**src/rtl/bus_arbiter.sv**
```systemverilog
// bus_arbiter: round-robin arbiter sharing one downstream bus master port among N_MASTERS harts.
// Optional feature macro: ARVI_ARB_LOCK_EN adds i_m_atomic and a LOCKED state for indivisible RMW.
`ifndef XLEN
`define XLEN 32
`endif

module bus_arbiter #(
  parameter int N_MASTERS = 2,
  parameter int XLEN      = `XLEN
) (
  input  logic                      i_clk,
  input  logic                      i_rst,
  input  logic [N_MASTERS-1:0]      i_m_bus_en,
  input  logic [N_MASTERS-1:0]      i_m_wr_en,
  input  logic [N_MASTERS*XLEN-1:0] i_m_addr,
  input  logic [N_MASTERS*XLEN-1:0] i_m_wr_data,
  input  logic [N_MASTERS*4-1:0]    i_m_byte_en,
`ifdef ARVI_ARB_LOCK_EN
  input  logic [N_MASTERS-1:0]      i_m_atomic,
`endif
  output logic [N_MASTERS-1:0]      o_m_ack,
  output logic [XLEN-1:0]           o_m_rd_data,
  output logic                      o_bus_en,
  output logic                      o_wr_en,
  output logic [XLEN-1:0]           o_addr,
  output logic [XLEN-1:0]           o_wr_data,
  output logic [3:0]                o_byte_en,
  input  logic                      i_ack,
  input  logic [XLEN-1:0]           i_rd_data,
  output logic [N_MASTERS-1:0]      o_grant
);

  localparam int PW = (N_MASTERS > 1) ? $clog2(N_MASTERS) : 1;

`ifdef ARVI_ARB_LOCK_EN
  typedef enum logic [1:0] {S_IDLE = 2'd0, S_BUSY = 2'd1, S_LOCKED = 2'd2} state_t;
`else
  typedef enum logic [1:0] {S_IDLE = 2'd0, S_BUSY = 2'd1} state_t;
`endif

  state_t                state_q, state_d;
  logic [N_MASTERS-1:0]  gnt_q, gnt_d;
  logic [PW-1:0]         rr_ptr_q, rr_ptr_d;
  logic                  owner_req_s;
  logic [PW-1:0]         owner_idx_s;

  // First requester at or after ptr, wrapping; returned one-hot.
  function automatic logic [N_MASTERS-1:0] rr_pick(input logic [N_MASTERS-1:0] req,
                                                   input logic [PW-1:0] ptr);
    logic [N_MASTERS-1:0] sel;
    logic                 found;
    int                   idx;
    sel   = '0;
    found = 1'b0;
    for (int k = 0; k < N_MASTERS; k++) begin
      idx = (int'(ptr) + k) % N_MASTERS;
      if (!found && req[idx]) begin
        sel[idx] = 1'b1;
        found    = 1'b1;
      end else begin
        found = found;
      end
    end
    return sel;
  endfunction

  function automatic logic [PW-1:0] oh_to_idx(input logic [N_MASTERS-1:0] oh);
    logic [PW-1:0] idx;
    idx = '0;
    for (int k = 0; k < N_MASTERS; k++) begin
      idx = idx | ({PW{oh[k]}} & PW'(k));
    end
    return idx;
  endfunction

  function automatic logic [PW-1:0] ptr_after(input logic [PW-1:0] idx);
    logic [PW-1:0] nxt;
    if (int'(idx) == N_MASTERS - 1) begin
      nxt = '0;
    end else begin
      nxt = idx + PW'(1);
    end
    return nxt;
  endfunction

  assign owner_req_s = |(i_m_bus_en & gnt_q);
  assign owner_idx_s = oh_to_idx(gnt_q);
  assign o_grant     = gnt_q;

`ifdef ARVI_ARB_LOCK_EN
  logic owner_atomic_s;
  assign owner_atomic_s = |(i_m_atomic & gnt_q);
`endif

  // State register.
  always_ff @(posedge i_clk) begin
    if (i_rst) begin
      state_q  <= S_IDLE;
      gnt_q    <= '0;
      rr_ptr_q <= '0;
    end else begin
      state_q  <= state_d;
      gnt_q    <= gnt_d;
      rr_ptr_q <= rr_ptr_d;
    end
  end

  // Next-state, grant and pointer update.
  always_comb begin
    state_d  = state_q;
    gnt_d    = gnt_q;
    rr_ptr_d = rr_ptr_q;
    case (state_q)
      S_IDLE: begin
        if (|i_m_bus_en) begin
          gnt_d   = rr_pick(i_m_bus_en, rr_ptr_q);
          state_d = S_BUSY;
        end else begin
          state_d = S_IDLE;
        end
      end
      S_BUSY: begin
        if (i_ack) begin
`ifdef ARVI_ARB_LOCK_EN
          if (owner_atomic_s) begin
            state_d = S_LOCKED;
          end else begin
            rr_ptr_d = ptr_after(owner_idx_s);
            gnt_d    = '0;
            state_d  = S_IDLE;
          end
`else
          rr_ptr_d = ptr_after(owner_idx_s);
          gnt_d    = '0;
          state_d  = S_IDLE;
`endif
        end else if (!owner_req_s) begin
          // Owner abandoned the request: drop it without advancing fairness.
          gnt_d   = '0;
          state_d = S_IDLE;
        end else begin
          state_d = S_BUSY;
        end
      end
`ifdef ARVI_ARB_LOCK_EN
      S_LOCKED: begin
        if (owner_req_s) begin
          state_d = S_BUSY;
        end else if (!owner_atomic_s) begin
          rr_ptr_d = ptr_after(owner_idx_s);
          gnt_d    = '0;
          state_d  = S_IDLE;
        end else begin
          state_d = S_LOCKED;
        end
      end
`endif
      default: begin
        state_d  = S_IDLE;
        gnt_d    = '0;
        rr_ptr_d = '0;
      end
    endcase
  end

  // Downstream mux and upstream response, live only while a transfer is in BUSY.
  always_comb begin
    o_bus_en    = 1'b0;
    o_wr_en     = 1'b0;
    o_addr      = '0;
    o_wr_data   = '0;
    o_byte_en   = 4'b0000;
    o_m_ack     = '0;
    o_m_rd_data = '0;
    if (state_q == S_BUSY) begin
      for (int k = 0; k < N_MASTERS; k++) begin
        o_bus_en  = o_bus_en  | (gnt_q[k] & i_m_bus_en[k]);
        o_wr_en   = o_wr_en   | (gnt_q[k] & i_m_wr_en[k]);
        o_addr    = o_addr    | ({XLEN{gnt_q[k]}} & i_m_addr[k*XLEN +: XLEN]);
        o_wr_data = o_wr_data | ({XLEN{gnt_q[k]}} & i_m_wr_data[k*XLEN +: XLEN]);
        o_byte_en = o_byte_en | ({4{gnt_q[k]}} & i_m_byte_en[k*4 +: 4]);
      end
      o_m_ack     = gnt_q & {N_MASTERS{i_ack}};
      o_m_rd_data = i_rd_data;
    end else begin
      o_m_ack     = '0;
      o_m_rd_data = '0;
    end
  end

endmodule

```
**config.mk**
```make
export PLATFORM = sky130hd
export DESIGN_NAME = bus_arbiter
export DESIGN_NICKNAME = d
export VERILOG_FILES = /design/src/rtl/bus_arbiter.sv
export SDC_FILE = /design/constraint.sdc
export NUM_CORES = 1
export LEC_CHECK = 0
export ABC_AREA = 0
export BUFFER_PORTS_ARGS = -buffer_cell sky130_fd_sc_hd__buf_2
export CAP_MARGIN = 10
export CORE_AREA = 8 8 104 106
export DETAILED_ROUTE_END_ITERATION = 8
export DIE_AREA = 0 0 112 114
export SYNTH_ARGS = -nofsm -noshare
export SYNTH_HDL_FRONTEND = slang
export SYNTH_SLANG_ARGS = --single-unit
```
**constraint.sdc**
```tcl
create_clock -name i_clk -period 2.56 [get_ports i_clk]
set_clock_uncertainty 0.15 [all_clocks]
set_input_delay 0.384 -clock i_clk [delete_from_list [all_inputs] [get_ports i_clk]]
set_output_delay 0.384 -clock i_clk [all_outputs]
set_load 0.01 [all_outputs]
```
==> metrics.md <==
| Metric | Value |
|---|---|
| Outcome | `complete, no violations` |
| Die area | `12770 sq um` |
| GRT Residual Overflow | `0` |
| # hold bufs at CTS | `0` |
| Cell taking the most area after synthesis | `a22oi_1` |
| Die height | `114 um` |
| First-pass GRT wire length | `13970 um` |
| Initial Util | `between 10% and 20%` |
| Endpoints failing hold | `0` |
| Syn Area/Cell | `between 6 and 7 sq um` |
| H-tree levels | `1` |
| Fin crit share | `74.13%` |
| Die W | `approximately 110 um` |
| CTS resizes | `0` |
| Site row count | `35` |
| CP Launch Type | `flip-flop` |
| Commonest non-fill, non-tap cell in the layout | `buf_2` |
| Detailed Routing Iterations Pass 1 | `4` |
| Synth Net Count | `398` |
| Routability cong. | `0.9011` |
| Nets | `660` |
| Root buffer cell | `clkbuf_8` |
| Largest cells by area after synthesis | `a22oi_1, nor2b_1, and2_1, buf_2, dfxtp_1` |
| Drt wl/cell | `approximately 16 um` |
| Worst Setup End Kind | `output pin` |
| Sequential area share after synthesis | `5.276%` |
| Pint | `0.4208 mW` |
| Slew Limit Fails | `0` |
| F_max | `526.9 MHz` |
| Switching part of the total | `39.31%` |
| Power density over the cells | `231.4 nW/um^2` |
| WS Path Type | `reg -> out` |
| Largest net degree at the start of global routing | `104` |
| Sequential power share | `about a tenth` |
| Clock sink count | `4` |
| Fillcell total | `992` |
| Synth warn | `0` |
| Max_slew headroom | `72.07%` |
| Fraction of layout cells with a size suffix above 1 | `60.66%` |
| Maximum buffer depth of the clock tree | `2` |
| Diode count | `0` |
| Clock transition at path regs | `0.03 ns` |
| Worst Tran Pin Value | `0.4190 ns` |
| I/O pin count | `281` |
| Cell count after synthesis | `223` |
| Seq cells post-synth | `4` |
| Final worst path period need | `1.898 ns` |
| Worst endpoint data arrival time | `about 1.4 ns` |
| Clock Power Share | `18.4%` |
| Highest-count cells in the layout ignoring fill and taps | `buf_2, nor2b_1, a22oi_1` |
| Clock latency on the worst-skew pair | `0.21 ns` |
| Total wire length | `9337 um` |
| # setup viols final | `0` |
| CP bufs+invs | `2` |
| Initial antenna violation count | `0` |
| Critical path cell sequence | `buf_4 -> a22oi_1 -> nor2b_1 -> buf_2` |
| Total CTS buffers | `3` |
| Critical Path Fanout Max | `42` |
| Max_cap viols | `0` |
| Number of global-route vias before repair | `2877` |
| Layout area overhead | `97.44%` |
| Tot GR Track Use | `13.19%` |
| Peak VDD IR | `0.1625 mV` |
| Unrepaired setup endpoints after global routing | `false` |
| Hpwl dp | `7829 um` |
| Total negative slack | `0 ns` |
| Via density | `between 4 and 5` |
| CTS tree | `done` |
| Comb pwr share | `71.0%` |
| Post-CTS Setup Bufs | `0` |
| Number of distinct library cells after synthesis | `20` |
| CP delay by family, top | `buffers and inverters` |
| DR vias | `between 2000 and 3000` |
| Synth Cell Area | `1518 sq um` |
| Hold/Removal Path Class | `in -> reg` |
| Core ar. | `9109 sq um` |
| CP max-delay cell | `buf_4` |
| WP data required | `2.03 ns` |
| Routed Antenna Nets | `0` |
| Pleak | `1.656 nW` |
| DR DRC count | `0` |
| Post-route non-filler standard cell count | `594` |
| Post-synth top area share | `34.13%` |
| Port Buffers | `280` |
| P_sw | `about 0.27 mW` |
| Drt first-iter violations | `between 150 and 200` |
| CP max stage delay | `0.36 ns` |
| Dpl cells | `roughly 600` |
-- worst reg2reg max path, delay by kind of cell, from the launching register on --
kind / cells / cell delay (ns)
buf+inv: 1 / 0.34
compound gates: 2 / 0.32
flops: 1 / 0.31
simple gates: 1 / 0.21
-- stage by stage --
| step | hold slack (ns) | utilization (%) | area [sq um] | setup slack (ns) | power, mW |
|---|---|---|---|---|---|
| 5_1_grt | 0.2410 | 32.90 | 2997 | 0.5657 | 0.7548 |
| 6_report | 0.2222 | 32.90 | 2997 | 0.6623 | 0.6933 |
| 3_5_place_dp | 0.3221 | 32.45 | 2955 | 0.8904 | 0.5685 |
| 4_1_cts | 0.2243 | 32.90 | 2997 | 0.6624 | 0.7001 |
| 2_1_floorplan | 0.2936 | - | 1518 | 1.031 | 0.3329 |
| 3_3_place_gp | 0.3164 | 32.45 | 2955 | 0.9378 | 0.5568 |
-- sequential cells by signal, summed over array words and instances (netlist names) --
name / cells
state_q: 1
rr_ptr_q: 1
o_grant: 2
-- path summary, 6_finish.rpt --
kind / slack (ns) / to / cells past startpoint / startpoint
worst max-delay path: 0.66 / o_addr[14] / 4 / o_grant[0]$_SDFFE_PP0P_
worst min-delay path: 0.22 / rr_ptr_q$_SDFFE_PP0P_ / 2 / i_rst
worst max register to register: 1.16 / o_grant[1]$_SDFFE_PP0P_ / 4 / o_grant[1]$_SDFFE_PP0P_
worst min register to register: 0.33 / rr_ptr_q$_SDFFE_PP0P_ / 2 / rr_ptr_q$_SDFFE_PP0P_
-- per-layer routing --
layer / share of wire [%] / up-vias / GRT usage [%]
li1: - / 1318 / -
met1: 37 / 1167 / 12.83
met2: 49 / 174 / 23.55
met3: 12 / 20 / 6.339
met4: 2.8 / 0 / 5.665
met5: 0 / - / 0
-- kinds of logic (layout without fill, tap and decap cells) --
family                 count (synthesis)  after routing  share of synthesized area, %
and+or+nand+nor                      112            112                         45.59
AOI/OAI and AO/OA                     77             77                         38.33
buffers and inverters                 30            290                         10.80
DFF                                    4              4                         5.276
-- Yosys cell counts (all sizes together) --
library cell and instances:
inv 2, o311a 1, nor3b 1, and2 32
o22ai 1, and3 2, nand2 3, o21ai 1
buf 20, nor2b 70, a21oi 2, nor2 3
a22oi 70, or2 1, a32o 2, clkbuf 8
dfxtp 4
-- power groups by stage --
| stage | clock [mW] | sequential, mW | combinational [mW] |
|---|---|---|---|
| final | 0.128 | 0.0735 | 0.492 |
| after global routing | 0.139 | 0.0744 | 0.541 |
| after CTS | 0.132 | 0.0734 | 0.495 |
| after detailed placement | 0 | 0.0742 | 0.494 |
| after global placement | 0 | 0.0740 | 0.483 |
| after floorplan | 0 | 0.0721 | 0.261 |
-- layout make-up --
class	instances	area [sq um]	share of cell area (%)
timing repair buffer	285	1451	48.43
multi-input combinational	189	1274	42.51
tap	111	138.9	4.635
sequential	4	83.83	2.797
clock buffer	3	41.29	1.378
inverter	2	7.507	0.2505
Power figures use the tool's default switching activity.
